--- src/rtl/fetch_stage.sv ---
// Instruction fetch stage.
// Owns the PC and drives a synchronous ROM with a 1-cycle read latency.
// The ROM word that arrives this cycle belongs to cur_pc_reg, which is the
// address presented on the previous cycle. That word is offered to decode
// over a valid/ready handshake. While decode stalls, the same address is
// presented again, so the ROM output stays stable without a skid buffer.
module fetch_stage #(
    parameter logic [31:0] RESET_PC  = 32'h0000_0000,
    parameter logic [31:0] NOP_INSTR = 32'h0000_0013
) (
    input  logic        clk,
    input  logic        rst_n,
    input  logic        fetch_en,
    output logic [31:0] rom_addr,
    input  logic [31:0] rom_data,
    input  logic        redirect_valid,
    input  logic [31:0] redirect_pc,
    output logic        out_valid,
    input  logic        out_ready,
    output logic [31:0] out_pc,
    output logic [31:0] out_instr,
    output logic        out_fault,
    output logic [31:0] fetch_count
);

    localparam logic [1:0] ST_IDLE  = 2'd0;
    localparam logic [1:0] ST_RUN   = 2'd1;
    localparam logic [1:0] ST_FAULT = 2'd2;

    logic [1:0]  state_reg, state_next;
    logic [31:0] cur_pc_reg, cur_pc_next;
    logic        cur_valid_reg, cur_valid_next;
    logic        cur_fault_reg, cur_fault_next;
    logic [31:0] fetch_count_reg;

    logic        fire;
    logic        redirect_misaligned;
    logic [31:0] redirect_target;
    logic        in_fault;

    assign redirect_misaligned = redirect_valid & (|redirect_pc[1:0]);
    assign redirect_target     = {redirect_pc[31:2], 2'b00};
    assign in_fault            = (state_reg == ST_FAULT);

    // A redirect squashes the word that is in flight in the same cycle.
    assign out_valid   = cur_valid_reg & ~redirect_valid;
    assign fire        = out_valid & out_ready;
    assign out_pc      = cur_pc_reg;
    assign out_instr   = cur_fault_reg ? NOP_INSTR : rom_data;
    assign out_fault   = cur_fault_reg;
    assign fetch_count = fetch_count_reg;

    // ROM address select. A redirect has top priority. A stalled or faulted
    // word re-reads its own address. An accepted word advances to the next
    // sequential address.
    always_comb begin
        rom_addr = cur_pc_reg;
        if (redirect_valid) begin
            rom_addr = redirect_target;
        end else if (in_fault) begin
            rom_addr = cur_pc_reg;
        end else if (cur_valid_reg && fire) begin
            rom_addr = cur_pc_reg + 32'd4;
        end
    end

    // Next PC, valid, fault flag and FSM state.
    always_comb begin
        cur_pc_next    = rom_addr;
        cur_valid_next = fetch_en;
        cur_fault_next = 1'b0;
        state_next     = state_reg;
        if (redirect_valid) begin
            // A misaligned target presents one fault NOP, whatever fetch_en is.
            cur_valid_next = redirect_misaligned ? 1'b1 : fetch_en;
            cur_fault_next = redirect_misaligned;
            if (redirect_misaligned) begin
                state_next = ST_FAULT;
            end else begin
                state_next = fetch_en ? ST_RUN : ST_IDLE;
            end
        end else if (in_fault) begin
            // Hold the fault NOP until decode takes it, then go quiet.
            cur_valid_next = cur_valid_reg & ~fire;
            cur_fault_next = cur_fault_reg & ~fire;
        end else begin
            if (cur_valid_reg && !fire) begin
                cur_valid_next = 1'b1;
            end
            case (state_reg)
                ST_IDLE: if (fetch_en) state_next = ST_RUN;
                ST_RUN:  if (!fetch_en && (!cur_valid_reg || fire)) state_next = ST_IDLE;
                default: state_next = ST_IDLE;
            endcase
        end
    end

    // State registers.
    always_ff @(posedge clk or negedge rst_n) begin
        if (!rst_n) begin
            state_reg     <= ST_IDLE;
            cur_pc_reg    <= RESET_PC;
            cur_valid_reg <= 1'b0;
            cur_fault_reg <= 1'b0;
        end else begin
            state_reg     <= state_next;
            cur_pc_reg    <= cur_pc_next;
            cur_valid_reg <= cur_valid_next;
            cur_fault_reg <= cur_fault_next;
        end
    end

    // Accepted-instruction counter. Fault NOPs are counted as well.
    always_ff @(posedge clk or negedge rst_n) begin
        if (!rst_n) begin
            fetch_count_reg <= 32'd0;
        end else if (fire) begin
            fetch_count_reg <= fetch_count_reg + 32'd1;
        end
    end

endmodule
--- config.mk ---
export PLATFORM = sky130hd
export DESIGN_NAME = fetch_stage
export DESIGN_NICKNAME = d
export VERILOG_FILES = /design/src/rtl/fetch_stage.sv
export SDC_FILE = /design/constraint.sdc
export NUM_CORES = 1
export LEC_CHECK = 0
export CAP_MARGIN = 10
export CORE_MARGIN = 4
export CORE_UTILIZATION = 62
export DETAILED_ROUTE_END_ITERATION = 12
export DONT_BUFFER_PORTS = 1
export HOLD_SLACK_MARGIN = 0.03
export MAX_ROUTING_LAYER = met4
export PLACE_DENSITY = 0.9
export SYNTH_ARGS = -nofsm -noshare
export SYNTH_HDL_FRONTEND = slang
export SYNTH_SLANG_ARGS = --single-unit
export TNS_END_PERCENT = 30
--- constraint.sdc ---
create_clock -name clk -period 4.6 [get_ports clk]
set_input_delay 0.23 -clock clk [delete_from_list [all_inputs] [get_ports clk]]
set_output_delay 0.23 -clock clk [all_outputs]
set_load 0.01 [all_outputs]
---- After elaboration in Yosys (flattened, before gate mapping) ----
Cells that the tools add are included.
word-level totals
  register bits after elaboration ......... 68
  bits of input ports ..................... 69
  output and inout bits ................... 130
  word-level logic and storage cells ...... 46
cells by class
  $add $sub $neg .......................... 2
  equality and inequality tests ........... 5
  muxes and demuxes ....................... 17
  bitwise logic cells ..................... 7
  reductions and logical operators ........ 10
operators by type and width
  kind                                                             number
  32-bit two-way mux                                               4
  32-bit by 1-bit adder with 32-bit output, second input constant  1
  32-bit by 3-bit adder with 32-bit output, second input constant  1
  2-bit two-way mux                                                5
  1-bit two-way mux                                                7
  3-bit inequality test, second input constant                     2
  1-bit bitwise AND                                                5
  2-bit one-hot mux with 2 select lines                            1
  1-bit logical AND                                                3
  1-bit zero test                                                  3
  3-bit AND reduction                                              1
  2-bit by 1-bit == test with 1-bit output, second input constant  1
  2-bit == test, second input constant                             1
  2-bit zero test                                                  1
  2-bit inequality test, second input constant                     1
  1-bit NOT                                                        2
  2-bit OR reduction                                               1
  1-bit logical OR                                                 1

---- Longest topological paths before layout ----
Gate-level depths: netlist of run 1.
  depth after elaboration ................. 9
  mapped depth ............................ 7
  depth with buffers taken out ............ 6

---- Worst setup path before layout of run 1 ----
OpenSTA, ideal clock, no wires.
  path kind ............................... register to output
  from .................................... register cur_pc_reg[2], in the netlist out_pc[2]
  to ...................................... output port rom_addr[26]
  arrival ................................. 1.844 ns
  required time ........................... 4.370 ns
  slack ................................... 2.526 ns
  stages on the path, launching flop included .. 7
  buffers on the path ..................... 0
  cell sequence ........................... dfrtp_1 ha_1 nand3_1 nor4_4 nand3_2 or3_1 a31oi_1
between the ends
  longest elaborated chain between the ends .. 4
RTL lines
  element                                   line  RTL
  start: declaration                        31    logic [31:0] cur_pc_reg, cur_pc_next;
  start signal: assignment                  107   cur_pc_reg <= cur_pc_next;
  32-bit by 3-bit adder with 32-bit output  63    rom_addr = cur_pc_reg + 32'd4;
  32-bit two-way mux                        62    end else if (cur_valid_reg && fire) begin
  32-bit two-way mux                        60    end else if (in_fault) begin
  32-bit two-way mux                        58    if (redirect_valid) begin
  end: declaration                          14    output logic [31:0] rom_addr,
No other way between the ends.

---- Final worst setup path of run 1 ----
  from .................................... register state_reg[1]
  to ...................................... output port rom_addr[23]
between the ends
  longest elaborated chain between the ends .. 3
RTL lines
  element                   line  RTL
  start: declaration        30    logic [1:0] state_reg, state_next;
  start signal: assignment  106   state_reg <= state_next;
  2-bit == test             43    assign in_fault = (state_reg == ST_FAULT);
  32-bit two-way mux        60
  32-bit two-way mux        58
No other way between the ends.

==> results.cfg, run 1 <==
[drt]
wirelength_um = 9280
drt_iter0_drc = 95
wl_per_cell_um = 20.7
antenna_left = 0
dr.pass1.iters = 4
drc = 0
dr_total_vias = 2770
viasPerCell = 6.18

[pwr]
ir_drop_uv = 245
power.internal_uw = 973
clkPwrFrac_pct = 34.8
p_switching_uw = 444
pwr-share-seq_pct = 52.9
p_leak_uw = 0.00163
powerDensity_mw_per_mm2 = 365
total_power_uw = 1420
power_frac_comb_pct = 12.2
netSwitchingFraction_pct = 31.4

[worst_setup_path]
worstPathArrival_ns = 2.60
criticalPathCategory = reg -> out
end_kind = output pin
cp_slowest_cell = nor3_2
cp_max_fo = 12
crit_chain = nor2b_1 > nor3_2 > nand4_2 > or3_1 > a31oi_1
r2r-start = state_reg[1]
crit_path_max_incr_delay_ns = 0.70
startpoint = state_reg[1]
critPathTopFamily = simple AND/OR/NAND/NOR gates
start_kind = flip-flop
required_ns = 4.37
worst-path-buf-inv = 0

[timing]
drv_slew = 0
grt_setup_unrepaired = false
slew_headroom_pct = 35.7
fmax_mhz = 354
period_minus_slack_ns = 2.83
tightest_slew_ns = 0.964
finalHoldViolCount = 0
min_period_over_period_pct = 61.4
finalClockSkew_ns = 0.00952
finalSetupViolations = 0
tns_ns = 0

[min_path]
min_from = redirect_valid
min_path_type = in -> reg

[clock_tree]
clkTransAtPathRegs_ns = 0.07
clk_path_buf_depth = 2
clock_latency_ns = 0.33
cts_buffers = 9
post_cts_buffers = 0
postCtsResizedCells = 0
cts_tree = yes
cts_root_buf = clkbuf_8
holdBufCountCts = 3
htree_levels = 3
cts_sinks = 68

[die]
rows = 27
core-area_mm2 = 0.00557
die_y_um = 84.4
ios = 199
chipWidth_um = 84.4
die_area_mm2 = 0.00712
initial_utilization_pct = 64.8

[finish]
drive_above_1_share_pct = 9.31
seq_area_mm2 = 0.00170
multiInputGateArea_mm2 = 0.00183
final_nets = 442
antennaDiodeCount = 0
design_area_mm2 = 0.00389
fillers = 394
syn_to_final_growth_pct = 7.55

[synthesis]
syn_avg_cell_area_um2 = 9.77
synth_seq_cells = 68
synth_seq_area_share_pct = 47.1
syn_inst = 370
ys_top_cells_by_area = dfrtp_1 47%, xor2_1 7.0%, xnor2_1 6.8%
synth_area_leader_cell = dfrtp_1
yosysTopAreaCellShare_pct = 47.1
netlist_area_mm2 = 0.00361
ys_warn_count = 0
syn-num-nets = 441
synth.distinct_cells = 40

[global_route]
overflow = 0
grt_max_degree = 69
grt_pass1_vias = 2800
grt_usage_pct = 26.8
grt_antenna_before_repair = 0
grt_pass1_wl_um = 14700

[placement]
dp_hpwl_um = 7060
gp_congestion = 0.863
place_area_mm2 = 0.00364
portBuffers = 0

[status]
status = finished clean

[run]
maxCapViolations = 0
## power by group through the flow
stage | sequential, uW | clock (uW) | combinational [uW]
global route | 760 | 535 | 194
global placement | 759 | 0 | 151
detailed placement | 763 | 0 | 157
floorplan | 732 | 0 | 146
finish | 750 | 494 | 173
CTS | 751 | 501 | 175
## Yosys cell counts, drive strengths merged
cell type  count
o21ai         29
nand3b         1
o31ai          1
nor4           4
nor4b          1
dfrtp         68
nor2b         34
inv            3
xnor2         28
nand2b         1
mux2           4
ha             2
and4           6
nor3          12
a211oi         1
xor2          29
and2           1
clkinv         1
clkbuf         8
and3           6
a21oi          2
or3            3
nand3         27
mux2i          1
nor2          17
nand4b         1
buf            5
a31oi          3
nand2         50
or2            4
nand4         17
## metal layers
layer	vias up	global-route usage (%)	share of wire (%)
li1	1275	-	-
met1	1343	33.7	39
met2	140	40.9	50
met3	12	10.2	10
met4	0	7.48	1.3
met5	-	-	0
## worst paths after layout
kind / to / slack (ns) / cells after the start
min in group asynchronous: fetch_count[6] / 0.43 / 2
max in group asynchronous: out_pc[28] / 3.88 / 2
worst min-delay path: state_reg[0] / 0.06 / 2
worst max register to register: out_pc[23] / 2.20 / 5
worst min register to register: state_reg[0] / 0.48 / 1
worst max-delay path: rom_addr[23] / 1.77 / 5
## final cells by class
class                   count  share of cell area, %
clock buffers              10                   3.54
clock inverters             6                   1.64
inverters                   4                  0.386
multi-input cells         285                   47.1
flip-flops and latches     68                   43.8
well taps                  72                   2.32
repair buffers              3                   1.22
## cell families after synthesis
family                   Yosys count  share of synthesized area [%]
AND/OR/NAND/NOR                  185                           29.4
flip-flops                        68                           47.1
XOR/XNOR                          57                           13.8
AO/OA/AOI/OAI                     36                           5.23
buffers and inverters             17                           2.25
multiplexers                       5                           1.52
adder cells (fa/ha/maj)            2                          0.692
## worst register-to-register path: stages (launching register included)
cell and delay, ns:
dfrtp_1 0.39, nor2b_1 0.26, nor3_2 0.70, nand4_2 0.21
or3_1 0.34, a31oi_1 0.37
## placed cells by master (no fill, tap or decap), types with 2 or more instances in the layout
master	netlist	routed
nor4_1	2	2
xnor2_1	28	28
nor2b_1	34	34
dfrtp_1	68	68
a21oi_1	2	2
nor3_1	8	8
nor4_4	2	2
nor3_2	2	2
clkinvlp_4	0	2
o21ai_1	13	13
and3_1	6	6
nor3_4	2	2
or3_1	3	3
nand2_1	50	50
ha_1	2	2
nor2_1	17	17
inv_1	3	3
o21ai_0	16	16
clkinv_2	0	2
and4_1	6	6
or2_2	4	4
nand3_1	26	26
clkbuf_8	0	10
nand4_1	15	15
mux2_2	4	4
dlygate4sd3_1	0	2
a31oi_1	3	3
xor2_1	29	29
## through the flow
step	hold slack (ns)	cells	setup slack, ns	util [%]
finish	0.0599	448	1.77	69.7
global route	0.0401	448	1.53	69.7
CTS	0.0420	448	1.75	69.7
detailed placement	-0.0641	429	2.13	65.3
global placement	-0.0642	429	2.21	65.3
floorplan	-0.0656	370	2.53	-
Note: power is estimated with default switching activity, not from simulation.
==> run 2, diff against run 1 <==
- CORE_UTILIZATION: 62 -> 57
- PLACE_DENSITY: 0.9 -> 0.87
- clock period: 4.6 -> 2.35 ns (I/O delays scaled with it)
==> results.cfg, run 2 (synthesis gave the netlist of run 1 again) <==
[pwr]
p_leak_uw = 0.00187
powerDensity_mw_per_mm2 = 669
pwr-share-seq_pct = 48.7
power_frac_comb_pct = 15.7
netSwitchingFraction_pct = 30.3
ir_drop_uv = 549
clkPwrFrac_pct = 35.5
p_switching_uw = 907
power.internal_uw = 2090

[drt]
drt_iter0_drc = 136
wl_per_cell_um = 21.3
dr.pass1.iters = 4
viasPerCell = 6.15
antenna_left = 0
dr_total_vias = 3051
wirelength_um = 10500
drc = 0

[worst_setup_path]
start_kind = flip-flop
path_common_cell = nand4_1
required_ns = 2.23
cp_max_fo = 7
cp_slowest_cell = dfrtp_1
critPathTopFamily = simple AND/OR/NAND/NOR gates
ff2ff_setup_slack_ns = 0.28
worstPathArrival_ns = 2.27
worst-path-buf-inv = 2
timing.rr.end = out_pc[31]
crit_chain = buf_6 > nand4_1 > nor3_4 > buf_4 > nand4_1 > xnor2_1 > mux2_2
startpoint = out_pc[2]
criticalPathCategory = reg -> out
end_kind = output pin
crit_path_max_incr_delay_ns = 0.44
r2r_cells = 7
r2r-start = out_pc[2]

[finish]
instances_no_fill = 496
drive_above_1_share_pct = 17.1
final_util_pct = 74.2
syn_to_final_growth_pct = 23.7
final_nets = 487
layout_commonest_cell = dfrtp_1
design_area_mm2 = 0.00447
antennaDiodeCount = 0
layout_common_cells = 62 x dfrtp_1, 50 x nand2_1, 34 x nor2b_1, 30 x dlygate4sd3_1, 29 x xor2_1

[timing]
tightest_slew_ns = 0.974
finalClockSkew_ns = 0.00605
setup_slack_ns = -0.0331
min_period_over_period_pct = 101
finalSetupViolations = 1
fmax_mhz = 420
period_minus_slack_ns = 2.38
drv_slew = 0
finalHoldViolCount = 0
tns_ns = -0.0331
slew_headroom_pct = 35.1
grt_setup_unrepaired = true

[placement]
place_area_mm2 = 0.00373
portBuffers = 0
gp_congestion = 0.859
dp_cells = 444
dp_hpwl_um = 7050

[global_route]
grt_pass1_vias = 3058
grt_antenna_before_repair = 0
grt_pass1_wl_um = 15500
grt_usage_pct = 26.7
grt_max_degree = 69
overflow = 0

[clock_tree]
clk_path_buf_depth = 2
clock_latency_ns = 0.32
cts_sinks = 68
cts_tree = yes
cts_buffers = 9
htree_levels = 3
cts_root_buf = clkbuf_8
clkTransAtPathRegs_ns = 0.07

[min_path]
hold_depth = 2
min_path_type = in -> reg
min_from = redirect_valid
holdPathEnd = out_pc[5]

[die]
initial_utilization_pct = 60.0
die_area_mm2 = 0.00768
rows = 28
die_y_um = 87.6
ios = 199
chipWidth_um = 87.6
core-area_mm2 = 0.00603

[status]
status = complete, but fails checks
violations = setup timing

[run]
maxCapViolations = 0
## run 2: changes by cell type in the layout (fill, tap and decap cells not counted), sizes merged
| cell | delta |
|---|---|
| bufinv | +1 |
| clkinv | +1 |
| buf | +17 |
| dlygate4sd3 | +28 |
| clkinvlp | -2 |
## run 2: routing by layer
metal | vias up | global-route usage (%) | wire length, um
met1 | 1507 | 32.2 | 4090
met3 | 9 | 8.65 | 999
met4 | 0 | 9.62 | 96
met5 | - | - | 0
li1 | 1360 | - | -
met2 | 175 | 41.8 | 5350
## run 2: how the worst max path moves through the flow
stage	end	slack [ns]	cells after the start
6_report	rom_addr[31]	-0.03	7
3_3_place_gp	out_pc[26]	0.29	6
5_1_grt	rom_addr[31]	-0.13	7
2_1_floorplan	out_pc[26]	0.37	6
3_5_place_dp	out_pc[30]	0.18	6
4_1_cts	rom_addr[30]	-0.002	6
## run 2: power by group through the flow
| stage | Clock (uW) | Sequential [uW] | Combinational [uW] |
|---|---|---|---|
| after global placement | 0 | 1460 | 331 |
| after global routing | 1140 | 1480 | 510 |
| after CTS | 1090 | 1450 | 429 |
| after floorplan | 0 | 1430 | 286 |
| final | 1060 | 1460 | 471 |
| after detailed placement | 0 | 1470 | 341 |
## run 2: repair_timing
action                                  in CTS  in global routing
hold buffers                                29                  3
pin swaps                                    0                  9
setup buffers                                0                  4
endpoints found under the setup margin       5                 18
hold endpoints to repair                    95                  4
gates resized for setup                      9                 25
## run 2: final cells by class
class / instances / area [um^2]
Inverter: 4 / 15.0
Multi-Input combinational cell: 285 / 1950
Timing Repair Buffer: 48 / 475
Clock buffer: 10 / 138
Clock inverter: 6 / 87.6
Sequential cell: 68 / 1710
Fill cell: 380 / 1550
Tap cell: 75 / 93.8
## run 2: metrics by stage
stage | total power [uW] | setup WS, ns | hold WS [ns]
2_1_floorplan | 1720 | 0.375 | -0.178
3_3_place_gp | 1800 | 0.287 | -0.177
3_5_place_dp | 1810 | 0.185 | -0.177
4_1_cts | 2960 | -0.00165 | 0.0358
5_1_grt | 3130 | -0.133 | 0.0332
6_report | 2990 | -0.0331 | 0.0291
